File: src/rtl/seg7_static_decode.sv
// seg7_static_decode
// Watches a scanned, active-low seven-segment bus and recovers the code shown
// on each of six digits. Glitches are filtered by a stability counter. A digit
// that stops being refreshed is blanked after TIMEOUT_CYC cycles.
module seg7_static_decode #(
   parameter int unsigned STABLE_CNT  = 4,
   parameter int unsigned TIMEOUT_CYC = 1000
) (
   input  logic       sys_clk,
   input  logic       sys_rst_n,
   input  logic [6:0] seg_in,
   input  logic [5:0] sel_in,
   output logic [4:0] num0,
   output logic [4:0] num1,
   output logic [4:0] num2,
   output logic [4:0] num3,
   output logic [4:0] num4,
   output logic [4:0] num5,
   output logic [5:0] upd,
   output logic       sel_err
);

   localparam int unsigned NDIG       = 6;
   localparam logic [7:0]  CNT_MAX    = 8'(STABLE_CNT);
   localparam logic [19:0] AGE_MAX    = 20'(TIMEOUT_CYC);
   localparam logic [4:0]  CODE_BLANK = 5'd16;
   localparam logic [4:0]  CODE_BAD   = 5'd31;

   // input stage and the pair registered one edge earlier
   logic [6:0]  s_seg_q, s_seg_d;
   logic [5:0]  s_sel_q, s_sel_d;
   logic [6:0]  p_seg_q, p_seg_d;
   logic [5:0]  p_sel_q, p_sel_d;

   logic [7:0]  cnt_q, cnt_d;
   logic [19:0] age_q [NDIG];
   logic [19:0] age_d [NDIG];
   logic [4:0]  num_q [NDIG];
   logic [4:0]  num_d [NDIG];
   logic [5:0]  upd_q, upd_d;
   logic        sel_err_q, sel_err_d;

   logic [5:0]  sel_inv;
   logic        sel_idle;
   logic        sel_valid;
   logic        same_pair;
   logic        accept;
   logic [4:0]  dec_code;

   // Active-low segment pattern to digit code.
   function automatic logic [4:0] decode_seg(input logic [6:0] seg);
      logic [4:0] code;
      case (seg)
         7'h40:   code = 5'd0;
         7'h79:   code = 5'd1;
         7'h24:   code = 5'd2;
         7'h30:   code = 5'd3;
         7'h19:   code = 5'd4;
         7'h12:   code = 5'd5;
         7'h02:   code = 5'd6;
         7'h78:   code = 5'd7;
         7'h00:   code = 5'd8;
         7'h10:   code = 5'd9;
         7'h08:   code = 5'd10;
         7'h03:   code = 5'd11;
         7'h46:   code = 5'd12;
         7'h21:   code = 5'd13;
         7'h06:   code = 5'd14;
         7'h0E:   code = 5'd15;
         7'h7F:   code = CODE_BLANK;
         default: code = CODE_BAD;
      endcase
      return code;
   endfunction

   // next-state: select classification, stability run, accept and ageing
   always_comb begin
      s_seg_d   = seg_in;
      s_sel_d   = sel_in;
      p_seg_d   = s_seg_q;
      p_sel_d   = s_sel_q;

      sel_inv   = ~s_sel_q;
      sel_idle  = (s_sel_q == '1);
      sel_valid = (sel_inv != '0) && ((sel_inv & (sel_inv - 6'd1)) == '0);
      same_pair = (s_seg_q == p_seg_q) && (s_sel_q == p_sel_q);
      sel_err_d = !sel_idle && !sel_valid;

      if (!sel_valid) begin
         cnt_d = '0;
      end else if (same_pair) begin
         cnt_d = (cnt_q >= CNT_MAX) ? CNT_MAX : cnt_q + 8'd1;
      end else begin
         cnt_d = 8'd1;
      end

      // only the rising step into CNT_MAX accepts; a saturated run does not
      accept   = sel_valid && (cnt_q == CNT_MAX - 8'd1) && (cnt_d == CNT_MAX);
      dec_code = decode_seg(s_seg_q);

      // accept is applied after the timeout so it wins on a shared edge
      for (int unsigned i = 0; i < NDIG; i++) begin
         age_d[i] = (age_q[i] == AGE_MAX) ? AGE_MAX : age_q[i] + 20'd1;
         num_d[i] = num_q[i];
         if ((age_q[i] != AGE_MAX) && (age_d[i] == AGE_MAX)) begin
            num_d[i] = CODE_BLANK;
         end
         if (accept && sel_inv[i]) begin
            num_d[i] = dec_code;
            age_d[i] = '0;
         end
         upd_d[i] = (num_d[i] != num_q[i]);
      end
   end

   // state registers with synchronous active-low reset
   always_ff @(posedge sys_clk) begin
      if (!sys_rst_n) begin
         s_seg_q   <= 7'h7F;
         s_sel_q   <= '1;
         p_seg_q   <= 7'h7F;
         p_sel_q   <= '1;
         cnt_q     <= '0;
         upd_q     <= '0;
         sel_err_q <= 1'b0;
         for (int unsigned i = 0; i < NDIG; i++) begin
            age_q[i] <= '0;
            num_q[i] <= CODE_BLANK;
         end
      end else begin
         s_seg_q   <= s_seg_d;
         s_sel_q   <= s_sel_d;
         p_seg_q   <= p_seg_d;
         p_sel_q   <= p_sel_d;
         cnt_q     <= cnt_d;
         upd_q     <= upd_d;
         sel_err_q <= sel_err_d;
         for (int unsigned i = 0; i < NDIG; i++) begin
            age_q[i] <= age_d[i];
            num_q[i] <= num_d[i];
         end
      end
   end

   assign num0    = num_q[0];
   assign num1    = num_q[1];
   assign num2    = num_q[2];
   assign num3    = num_q[3];
   assign num4    = num_q[4];
   assign num5    = num_q[5];
   assign upd     = upd_q;
   assign sel_err = sel_err_q;

endmodule

File: config.mk
export PLATFORM = sky130hd
export DESIGN_NAME = seg7_static_decode
export DESIGN_NICKNAME = d
export VERILOG_FILES = /design/src/rtl/seg7_static_decode.sv
export SDC_FILE = /design/constraint.sdc
export NUM_CORES = 1
export LEC_CHECK = 0
export BUFFER_PORTS_ARGS = -buffer_cell sky130_fd_sc_hd__buf_2
export CORE_UTILIZATION = 34
export CTS_CLUSTER_DIAMETER = 120
export DETAILED_ROUTE_END_ITERATION = 8
export PLACE_DENSITY = 0.49
export RECOVER_POWER = 100
export REMOVE_ABC_BUFFERS = 1
export SKIP_LAST_GASP = 1
export SYNTH_ARGS = -nofsm -noshare
export SYNTH_HDL_FRONTEND = slang
export SYNTH_SLANG_ARGS = --single-unit
export TNS_END_PERCENT = 30
File: constraint.sdc
create_clock -name sys_clk -period 3.1 [get_ports sys_clk]
set_clock_uncertainty 0.1 [all_clocks]
set_input_delay 0.465 -clock sys_clk [delete_from_list [all_inputs] [get_ports sys_clk]]
set_output_delay 0.465 -clock sys_clk [all_outputs]
set_load 0.02 [all_outputs]
* Word-level counts from Yosys, hierarchy flattened
Memories as Yosys holds them, arrays and structs flattened.
Index checks and enable logic that the tools add are counted.
W data, S select, Z words.
** Word-level totals
- Register bits after elaboration :: 41
- Bits in writable memories :: 150
- Bits of input ports :: 15
- Output and inout port bits :: 37
- Logic and storage cells :: 141
- Memories :: 2
** Cells by class
- Add/subtract/negate cells :: 8
- Order comparisons :: 1
- Equality and inequality tests :: 45
- Mux-type cells :: 42
- Bitwise gates (word level) :: 14
- Reduce and logical (&&, ||, !) cells :: 22
** Memory list
- age_q :: words 6, width 20, read ports 6, clocked after Yosys merged registers in 0, wr ports 6, line 36 : logic [19:0] age_q [NDIG];
- num_q :: words 6, width 5, read ports 6, clocked after Yosys merged registers in 0, wr ports 6, line 38 : logic [4:0] num_q [NDIG];
** Operator list (number)
- $mux W20 :: 18
- $eq A20 B10 Y1 const B :: 12
- $add A20 B1 Y20 const B :: 6
- $ne A20 B10 Y1 const B :: 6
- $mux W5 :: 18
- $pmux W5 S17 :: 1
- $eq A7 B7 Y1 const B :: 5
- $ne A5 B5 Y1 :: 6
- $mux W8 :: 3
- $eq A7 B5 Y1 const B :: 3
- $eq A7 B6 Y1 const B :: 3
- $logic_and A1 B1 Y1 :: 17
- $eq A7 B2 Y1 const B :: 2
- $eq A7 B4 Y1 const B :: 2
- $or A1 B1 Y1 :: 12
- $add A8 B1 Y8 const B :: 1
- $eq A8 B2 Y1 const B :: 1
- $eq A8 B3 Y1 const B :: 1
- $ge A8 B3 Y1 const B :: 1
- $eq A7 B3 Y1 const B :: 1
- $eq A7 B7 Y1 :: 1
- $logic_not A7 Y1 :: 1
- $and A6 B6 Y6 :: 1
- $eq A6 B6 Y1 :: 1
- other kinds (7) :: 9

* Depth between registers and ports, before layout
Gate-level depths: netlist of the first run.
- Depth in word-level cells :: 11
- Depth in mapped cells :: 11
- Depth with buffers taken out :: 9

* Worst setup path after synthesis of the first run
OpenSTA, ideal clock, no wires.
- Path type :: reg2reg
- Start point :: memory age_q[1][0]
- End point :: memory num_q[1][0] (netlist: num_q[0][5])
- Setup time :: 0.115 ns
- Arrival :: 2.594 ns
- Data required time :: 2.885 ns
- Slack :: 0.291 ns
- Cell stages (with the launch flop) :: 11
- Buffers on the path :: 1
- Clock period less this slack :: 2.809 ns
- Cell sequence :: dfxtp_1 ha_1 and4_1 buf_2 nor4b_1 mux2i_1 nand2_1 or4_1 a2bb2oi_2 and2_1 o21a_1
** RTL lines (line)
- start: declaration :: 36
- end: declaration :: 38

* Worst setup path in the final report of the first run
- Start point :: register s_seg_q[4] (netlist: p_seg_d[4])
- End point :: register upd_q[2] (netlist: upd[2])
** Between the ends
- Longest elaborated chain between the ends :: 9
- Elaborated cells between the ends (all ways) :: 27
- Those cells by class :: eq/ne: 19; mux: 4; reduce/logical: 4
** Ends and longest elaborated chain
- start: declaration :: line 30 : logic [6:0] s_seg_q, s_seg_d;
- start signal: assignment :: line 131 : s_seg_q <= s_seg_d;
- $eq A7 B7 Y1 :: line 86 : same_pair = (s_seg_q == p_seg_q) && (s_sel_q == p_sel_q);
- $logic_and A1 B1 Y1 :: line 86
- $mux W8 :: line 91 : end else if (same_pair) begin
- $mux W8 :: line 89 : if (!sel_valid) begin
- $eq A8 B3 Y1 :: line 98 : accept = sel_valid && (cnt_q == CNT_MAX - 8'd1) && (cnt_d == CNT_MAX);
- $logic_and A1 B1 Y1 :: line 98
- $logic_and A1 B1 Y1 :: line 108 : if (accept && sel_inv[i]) begin
- $mux W5 (*) :: line 108
- $ne A5 B5 Y1 (*) :: line 112 : upd_d[i] = (num_d[i] != num_q[i]);
- end signal: assignment :: line 136 : upd_q <= upd_d;
- end: declaration :: line 40 : logic [5:0] upd_q, upd_d;
Every way passes the cells marked *; elsewhere a longest branch is shown, timed or not.
A chain may end at the register's enable or synchronous reset.

==> results of run 1 <==
[sequential cells by signal, indices dropped and copies added (netlist names)]
| name | flops |
|---|---|
| cnt_q | 8 |
| p_sel_q | 6 |
| sel_err | 1 |
| upd | 6 |
| age_q | 120 |
| num_q | 30 |
| p_seg_q | 7 |
| p_seg_d | 7 |
| p_sel_d | 6 |
[through the flow]
| step | setup WS (ps) | total power, uW |
|---|---|---|
| floorplan | -161 | 2790 |
| global placement | 94.8 | 2950 |
| detailed placement | 91.0 | 2950 |
| CTS | 79.0 | 5140 |
| global route | -13.4 | 5280 |
| finish | 192 | 5050 |
[critical path, delay by kind of cell, from the launching register on]
family,cells,cell delay [ps]
compound gates,3,670
flops,1,390
simple gates,5,1420
buf+inv,1,180
[worst paths after layout]
kind,end,slack [ps],cells past startpoint
worst max-delay path,upd[2]$_SDFF_PN0_,190,9
worst max register to register,upd[2]$_SDFF_PN0_,190,9
worst min-delay path,p_sel_d[4]$_SDFF_PN1_,110,2
worst min register to register,age_q[3][0]$_SDFF_PP0_,360,1
[metal layers]
| metal | up-vias | wire length [um] | part of all wire (%) |
|---|---|---|---|
| met5 | - | 0 | 0 |
| met4 | 0 | 524 | 2.0 |
| met3 | 27 | 1200 | 4.5 |
| met2 | 150 | 12100 | 45 |
| met1 | 4264 | 12900 | 48 |
| li1 | 4693 | - | - |
[cell families (layout without fill, tap and decap cells)]
group                      Yosys count  in the layout  share of synthesized area [%]
buffers and inverters              118            191                           5.43
xor gates and xnor gates           129            129                           10.7
and+or+nand+nor                    622            622                           30.9
AOI/OAI and AO/OA                  207            207                           14.5
adders and majority gates           14             14                           1.66
DFF                                191            191                           36.2
other                                1              5                         0.0355
muxes                                6              6                          0.569
[power groups by stage]
| stage | clock (uW) | sequential, uW | combinational (uW) |
|---|---|---|---|
| 2_1_floorplan | 0 | 2600 | 194 |
| 3_3_place_gp | 0 | 2610 | 343 |
| 3_5_place_dp | 0 | 2610 | 344 |
| 4_1_cts | 2250 | 2550 | 345 |
| 5_1_grt | 2350 | 2560 | 376 |
| 6_report | 2160 | 2550 | 335 |
[area by class of cell]
class | instances | area (um2)
clock buffers | 19 | 443
inverters | 40 | 150
flip-flops and latches | 191 | 3830
well taps | 396 | 495
fillers | 3172 | 18700
repair buffers | 119 | 687
clock inverters | 13 | 131
multi-input cells | 983 | 6190
[cells in the final DEF, fill, tap and decap left out, types with 6 or more instances in the layout]
cell,n
buf_2,15
clkbuf_1,44
o21a_1,8
o31ai_1,12
nand2b_1,29
a31oi_1,7
nor4_1,19
xnor2_1,76
or4_1,11
a21o_1,7
and2_1,8
o21ai_0,34
a21boi_0,21
nor2b_1,11
dfxtp_1,184
o211ai_1,6
or2_2,7
ha_1,13
and4_1,13
mux2i_1,6
nor3_1,48
nor4b_1,11
o21ai_1,7
or3_1,15
and3_1,28
a21oi_1,17
nand2_1,110
nor2_1,172
clkbuf_16,17
inv_1,40
xor2_1,53
nand4_1,40
o22ai_1,16
clkinvlp_4,7
dfxtp_2,7
buf_4,58
nand3_1,55
==> out/summary.txt, run 1 <==
Outcome - finished clean
Layout cells sized above 1 - 11.4%
Async set-or-reset flop fraction in the synthesized netlist - 0%
H-tree depth - 4
Later-pin clock latency in the skew report - 440 ps
Min cycle time layout - 2910 ps
Vias after detailed routing - 9134
Layout Nets - 1381
DRT Pass-1 Iters - 7
Fin. max-slew vios - 0
Clock root cell - clkbuf_16
Slew headroom - 37.5%
CP required - 3310 ps
CP Capture Type - flip-flop
Post-synth top flop - dfxtp_1
Post-CTS Resized - 0
Clk sinks - 191
Flop pwr share - 50.5%
Placed cell areas - 11400 um2
WS Path Type - flip-flop to flip-flop
Placed cells - 1729
Die H - 178 um
Total CTS buffers - 17
Worst hold-check path type - input pin to flip-flop
DIE AREA - 31800 um2
YS warnings - 0
Critical path cell sequence - buf_4 > nand3_1 > or2_2 > nand3_2 > or4_1 > and2_4 > a221o_1 > o41ai_2 > a41oi_1
Post-CTS setup buffers - 0
GRT Total Usage - 17.1%
Crit-path max FO - 13
Max clock buf depth - 2
Antenna-violating nets left - 0
Met2 usage - 27.0%
Final period utilization - 93.8%
Hold Path Origin - sel_in[4]
Register area share after synthesis - 36.2%
Synth Register Bits - 191
Setup TNS - 0 ps
Drt via density - 5.19
Largest net degree at the start of global routing - 28
Mapped Area - 10600 um2
Row cnt - 64
Residual DRC - 0
Initial Utilization - 34.5%
Hold_buf cts - 0
GP Congestion - 0.905
Synthesized instance count - 1288
Final instance area - 11900 um2
CTS tree - built
Mapped Avg Cell Area - 8.20 um2
Met3 GRT Util - 4.39%
Proportion of netlist area held by the largest area contributor - 36.2%
Hold slack - 110 ps
PortBufs - 51
Max VDD drop - 0.385 mV
Routed WL - 26700 um
DR WL/cell - 15.2 um
Startpoint types - flip-flop
CORE AREA - 30600 um2
Remaining global-route overflow - 0
Fmax - 344 MHz
Final core utilization - 39.0%
Final setup fails - 0
HPWL Detailed - 19700 um
Clk pwr share - 42.9%
CP startpoint - p_seg_d[4]$_SDFF_PN1_
Clock transition at path regs - 70 ps
P_sw - 1280 uW
P&R area growth vs syn - 13.0%
Leakage power - 0.00408 uW
Met1 usage - 22.5%
Yosys top cell by area - dfxtp_1
PwrDens - 423 nW/um2
Crit path largest cell delay - 750 ps
Max_cap viols - 0
Int Pwr - 3770 uW
First-pass GRT wire length - 43200 um
List of most frequent post-synthesis cells - 191 x dfxtp_1, 172 x nor2_1, 110 x nand2_1
Post-synth EDFFs - 0
Initial antenna violation count - 0
Chip width - 178 um
Slew @ Worst Pin - 938 ps
Final Non-Filler Cells - 1761
Worst EP arrival - 3110 ps
Top cells by area, synth - dfxtp_1 36%, xnor2_1 6.3%, nor2_1 6.1%, xor2_1 4.4%, nand2_1 3.9%
Combinational power share - 6.6%
Final hold violation count - 0
Iteration-0 DRC Markers - 643
RR Startpoint - p_seg_d[4]$_SDFF_PN1_
Unrepaired setup endpoints after global routing - yes
Slowest cell on the critical path - or4_1
Synth cell types - 98
GRT busiest layer - met2
I/O pin cnt - 52
Antenna Cells - 0
Sw Ratio - 25.3%
Vias in the first global route - 8351
Most frequent cell after synthesis - dfxtp_1
(Power assumes the default switching activity.)
==> run 2: changes to the inputs <==
Settings changed: CELL_PAD_IN_SITES_DETAIL_PLACEMENT from default to 0, CELL_PAD_IN_SITES_GLOBAL_PLACEMENT from default to 1, PLACE_DENSITY 0.49 to 0.61.
==> out/summary.txt, run 2 (synthesis results as in run 1) <==
First-pass GRT wire length - 45100 um (+4.6%)
Residual DRC - 1 (+1)
Fin. max-slew vios - 0 (unchanged)
I/O pin cnt - 52 (unchanged)
PwrDens - 434 nW/um2 (+2.6%)
Flop pwr share - 48.9% (-1.6 points)
Max VDD drop - 0.385 mV (about the same)
RR Startpoint - age_q[2][6]$_SDFF_PP0_
Startpoint types - flip-flop
Crit-path max FO - 8 (-5)
Row cnt - 64 (unchanged)
Largest net degree at the start of global routing - 26 (-7.1%)
Int Pwr - 3940 uW (+4.3%)
Remaining global-route overflow - 0 (unchanged)
Vias in the first global route - 8598 (+3.0%)
CP required - 3370 ps (+60 ps)
P&R area growth vs syn - 13.8%
Initial Utilization - 34.5% (unchanged)
Most frequent CP cell - o21ai_0
CORE AREA - 30600 um2 (unchanged)
Hold Path End - p_sel_d[1]$_SDFF_PN1_
Crit path largest cell delay - 710 ps (-40 ps)
R2R depth - 8 (-1)
Final instance area - 12000 um2 (+0.67%)
Final setup fails - 0 (unchanged)
Chip width - 178 um (unchanged)
Hold slack - 88.9 ps (-20.9 ps)
Most frequent cells in the layout - 184 x dfxtp_1, 172 x nor2_1, 110 x nand2_1
CTS tree - built
PortBufs - 51 (unchanged)
Hold Path Origin - sel_in[1]
Fmax - 336 MHz (-2.2%)
Clock root cell - clkbuf_16
Clk sinks - 191 (unchanged)
H-tree depth - 4 (unchanged)
P_sw - 1280 uW (+0.37%)
Total CTS buffers - 17 (unchanged)
HPWL Detailed - 20200 um (+2.9%)
Leakage power - 0.00425 uW (+4.1%)
Top reg by flops - age_q
Placed cell areas - 11400 um2 (-0.28%)
Initial antenna violation count - 0 (unchanged)
Final period utilization - 96.0% (+2.2 points)
Min cycle time layout - 2980 ps (+66.9 ps)
Routed WL - 27400 um (+2.5%)
Later-pin clock latency in the skew report - 460 ps (+20 ps)
Outcome - complete, but fails checks
Worst EP arrival - 3250 ps (+140 ps)
Most common cell after layout, fill and taps aside - dfxtp_1
Iteration-0 DRC Markers - 584 (-9.2%)
Setup slack, reg-to-reg - 120 ps (-70 ps)
GRT Total Usage - 18.0% (+0.81 points)
Combinational power share - 6.6% (about the same)
GP Congestion - 0.872 (-3.6%)
Largest registers - age_q x120, num_q x30, cnt_q x8
Failing checks - design-rule violations
Worst hold-check path type - input pin to flip-flop
CP Capture Type - flip-flop
DR WL/cell - 15.6 um (+2.9%)
Sw Ratio - 24.6% (-0.73 points)
Final hold violation count - 0 (unchanged)
WS Path Type - flip-flop to flip-flop
Die H - 178 um (unchanged)
Hold depth - 2 (unchanged)
Drt via density - 5.19 (about the same)
Post-CTS setup buffers - 0 (unchanged)
Final core utilization - 39.3% (+0.26 points)
DRT Pass-1 Iters - 7 (unchanged)
Max reg flops - 120 (unchanged)
Layout Nets - 1375 (-0.43%)
Antenna Cells - 0 (unchanged)
Slowest cell on the critical path - or4_1
R2R Path End - upd[2]$_SDFF_PN0_
Antenna-violating nets left - 0 (unchanged)
Slew headroom - 50.3% (+13 points)
Critical path cell sequence - nand4_2 > or4_1 > or2_4 > o21ai_0 > nand2_1 > nor4_1 > o21ai_0 > a41oi_1
Layout cells sized above 1 - 13.9% (+2.6 points)
Max clock buf depth - 2 (unchanged)
Max_cap viols - 0 (unchanged)
Clock transition at path regs - 80 ps (about the same)
Unrepaired setup endpoints after global routing - yes
Slew @ Worst Pin - 745 ps (-192 ps)
Vias after detailed routing - 9108 (-0.28%)
Clk pwr share - 44.5% (+1.6 points)
DIE AREA - 31800 um2 (unchanged)
[run 2: changes by cell type in the layout (fill, tap and decap cells not counted), moves of 2 or more]
cell	change
inv_8	-2
clkinvlp_4	-5
clkbuf_1	-38
bufinv_16	+2
inv_6	+2
buf_2	+35
clkbuf_2	-3
[run 2: per-stage QoR]
| step | cells | total power, uW | TNS, ps | worst slack, ps |
|---|---|---|---|---|
| floorplan | 1214 | 2790 | -1630 | -161 |
| global placement | 1723 | 2960 | 0 | 138 |
| detailed placement | 1723 | 2960 | 0 | 104 |
| CTS | 1755 | 5320 | 0 | 76.2 |
| global route | 1755 | 5460 | -102 | -24.5 |
| finish | 1755 | 5220 | 0 | 125 |
[run 2: per-layer routing]
layer	GRT usage (%)	part of all wire [%]
met4	5.12	1.6
met1	23.4	48
met5	0	0
met2	28.8	46
met3	4.92	4.1
[run 2: worst max-delay path by stage]
stage	start	endpoint	slack (ps)	cells past startpoint
detailed placement	age_q[5][1]$_SDFF_PP0_	num_q[0][28]$_SDFF_PN0_	100	11
finish	age_q[2][6]$_SDFF_PP0_	upd[2]$_SDFF_PN0_	120	8
CTS	p_seg_d[5]$_SDFF_PN1_	upd[4]$_SDFF_PN0_	80	8
global route	age_q[2][7]$_SDFF_PP0_	num_q[0][12]$_SDFF_PN0_	-20	8
global placement	age_q[5][1]$_SDFF_PP0_	num_q[0][27]$_SDFF_PN0_	140	11
floorplan	p_sel_d[2]$_SDFF_PN1_	age_q[4][10]$_SDFF_PP0_	-160	8
[run 2: what timing repair did]
action | CTS | global route
hold buffers | 0 | 0
resized for setup | 0 | 11
endpoints found under the setup margin | 0 | 20
[run 2: cell type report]
class,count,area [um2]
inverter,40,150
sequential,191,3830
timing repair buffer,113,724
clock buffer,21,450
multi-input combinational,983,6210
tap,396,495
clock inverter,11,154
fill,3211,18600
[run 2: power by group through the flow]
stage,clock network [uW],registers [uW],logic [uW]
floorplan,0,2600,194
global placement,0,2610,347
detailed placement,0,2610,346
CTS,2420,2550,348
global route,2520,2560,384
finish,2320,2550,343
[run 2: worst max-delay path, delay by kind of cell, from the launching register on]
kind               cells  cell delay [ps]
AOI/OAI and AO/OA      3              550
and+or+nand+nor        5             1780
DFF                    1              450
==> run 3: changes to the inputs <==
Clock period 3.1 ns to 2.84 ns, I/O delays scaled along.
==> out/summary.txt, run 3 (synthesis results as in run 1) <==
Max clock buf depth - 2 (unchanged)
Startpoint types - flip-flop
Vias in the first global route - 8837 (+2.8%)
DIE AREA - 31800 um2 (unchanged)
Remaining global-route overflow - 0 (unchanged)
Antenna-violating nets left - 0 (unchanged)
Drt via density - 5.05 (-2.6%)
Fill cell count - 3171 (-1.2%)
Hold_buf cts - 0 (unchanged)
PwrDens - 446 nW/um2 (+2.7%)
DRT Pass-1 Iters - 5 (-2)
Layout Nets - 1462 (+6.3%)
Residual DRC - 0 (-1)
RR Startpoint - age_q[5][1]$_SDFF_PP0_
Worst hold-check path type - input pin to flip-flop
Fmax - 358 MHz (+6.6%)
Leakage power - 0.00454 uW (+6.8%)
Clk sinks - 191 (unchanged)
Slew @ Worst Pin - 728 ps (-17.0 ps)
Most common cell after layout, fill and taps aside - dfxtp_1
Max VDD drop - 0.430 mV (+12%)
Max reg flops - 120 (unchanged)
PortBufs - 51 (unchanged)
H-tree depth - 4 (unchanged)
I/O pin cnt - 52 (unchanged)
Hold Path Origin - seg_in[3]
Largest registers - age_q x120, num_q x30, cnt_q x8
Most frequent cells in the layout - 178 x dfxtp_1, 172 x nor2_1, 132 x buf_4
First-pass GRT wire length - 45000 um (-0.40%)
Final period utilization - 98.2% (+2.3 points)
Crit-path max FO - 5 (-3)
WS Path Type - flip-flop to flip-flop
Final setup fails - 0 (unchanged)
Initial antenna violation count - 0 (unchanged)
GRT Total Usage - 17.9% (-0.087 points)
P&R area growth vs syn - 20.0%
Clock transition at path regs - 70 ps (about the same)
Layout cells sized above 1 - 17.3% (+3.4 points)
CP Capture Type - flip-flop
Antenna Cells - 0 (unchanged)
CORE AREA - 30600 um2 (unchanged)
Fin. max-slew vios - 0 (unchanged)
GP Congestion - 0.856 (-1.8%)
Vias after detailed routing - 9308 (+2.2%)
CP required - 3120 ps (-250 ps)
Outcome - finished clean
CTS tree - built
Largest net degree at the start of global routing - 30 (+15%)
DR WL/cell - 15.0 um (-4.1%)
HPWL Detailed - 21000 um (+3.8%)
Worst EP arrival - 3070 ps (-180 ps)
Clock root cell - clkbuf_16
Slew headroom - 51.0% (+0.72 points)
Placed cell areas - 12100 um2 (+5.9%)
Min cycle time layout - 2790 ps (-185 ps)
Later-pin clock latency in the skew report - 450 ps (about the same)
R2R Path End - upd[5]$_SDFF_PN0_
Row cnt - 64 (unchanged)
Hold Path End - p_seg_d[3]$_SDFF_PN1_
Total CTS buffers - 17 (unchanged)
Routed WL - 27600 um (+0.69%)
Iteration-0 DRC Markers - 434 (-26%)
Hold depth - 2 (unchanged)
Top reg by flops - age_q
Chip width - 178 um (unchanged)
Setup slack, reg-to-reg - 50 ps (-70 ps)
Unrepaired setup endpoints after global routing - yes
R2R depth - 11 (+3)
Final hold violation count - 0 (unchanged)
Final instance area - 12700 um2 (+5.4%)
Die H - 178 um (unchanged)
Initial Utilization - 34.5% (unchanged)
Final core utilization - 41.4% (+2.1 points)
Max_cap viols - 0 (unchanged)
-- run 3: changes by cell type in the layout (fill, tap and decap cells not counted), sizes merged --
| cell | before | now |
|---|---|---|
| clkbuf | 24 | 68 |
| clkinv | 2 | 5 |
| buf | 110 | 151 |
| bufinv | 3 | 2 |
-- run 3: power breakdown --
group	switching [uW]	internal, uW
sequential	53.1	2720
combinational	240	188
clock	1110	1340
-- run 3: worst max-delay path by stage --
stage                           start                       to  depth (start not counted)
2_1_floorplan   p_sel_d[2]$_SDFF_PN1_  age_q[4][10]$_SDFF_PP0_                          8
3_3_place_gp    p_seg_d[1]$_SDFF_PN1_        upd[5]$_SDFF_PN0_                         10
3_5_place_dp    p_seg_d[1]$_SDFF_PN1_        upd[5]$_SDFF_PN0_                         10
4_1_cts         p_seg_d[2]$_SDFF_PN1_        upd[2]$_SDFF_PN0_                         10
5_1_grt        age_q[5][1]$_SDFF_PP0_        upd[5]$_SDFF_PN0_                         11
6_report       age_q[5][1]$_SDFF_PP0_        upd[5]$_SDFF_PN0_                         11
-- run 3: metrics by stage --
stage	hold WS (ps)	TNS [ps]	total power [uW]	instances	setup slack, ps
floorplan	326	-10400	3050	1214	-421
global placement	348	-229	3280	1808	-101
detailed placement	351	-157	3280	1808	-75.7
CTS	39.8	-157	5760	1840	-43.4
global route	40.3	-1320	5920	1842	-75.3
finish	65.0	0	5650	1842	50.2
-- run 3: repair_timing --
action,CTS,global route
gates cloned,0,0
pin swaps,0,7
setup buffers,0,2
hold endpoints to repair,0,0
endpoints found under the setup margin,6,55
resized for setup,3,31
-- run 3: worst max-delay path: stages, from the launching register on --
cell	delay (ps)
dfxtp_2	340
ha_2	180
nand4_1	140
buf_4	170
or3_1	300
a211o_1	300
a221o_1	370
nor4_4	280
buf_4	150
a21oi_1	80
a31oi_1	190
o21a_1	130
-- run 3: final cells by class --
| class | instances | area, um2 | share of cell area, % |
|---|---|---|---|
| Multi-Input combinational cell | 983 | 6290 | 49.7 |
| Sequential cell | 191 | 3840 | 30.3 |
| Timing Repair Buffer | 200 | 1290 | 10.2 |
| Tap cell | 396 | 495 | 3.91 |
| Clock buffer | 19 | 443 | 3.50 |
| Clock inverter | 13 | 153 | 1.21 |
| Inverter | 40 | 150 | 1.19 |
-- run 3: routing by layer --
layer | track usage (%) | vias to the layer above | part of all wire (%)
li1 | - | 4849 | -
met1 | 23.5 | 4340 | 49
met2 | 29.2 | 100 | 46
met3 | 4.05 | 19 | 3.4
met4 | 5.01 | 0 | 1.2
met5 | 0 | - | 0
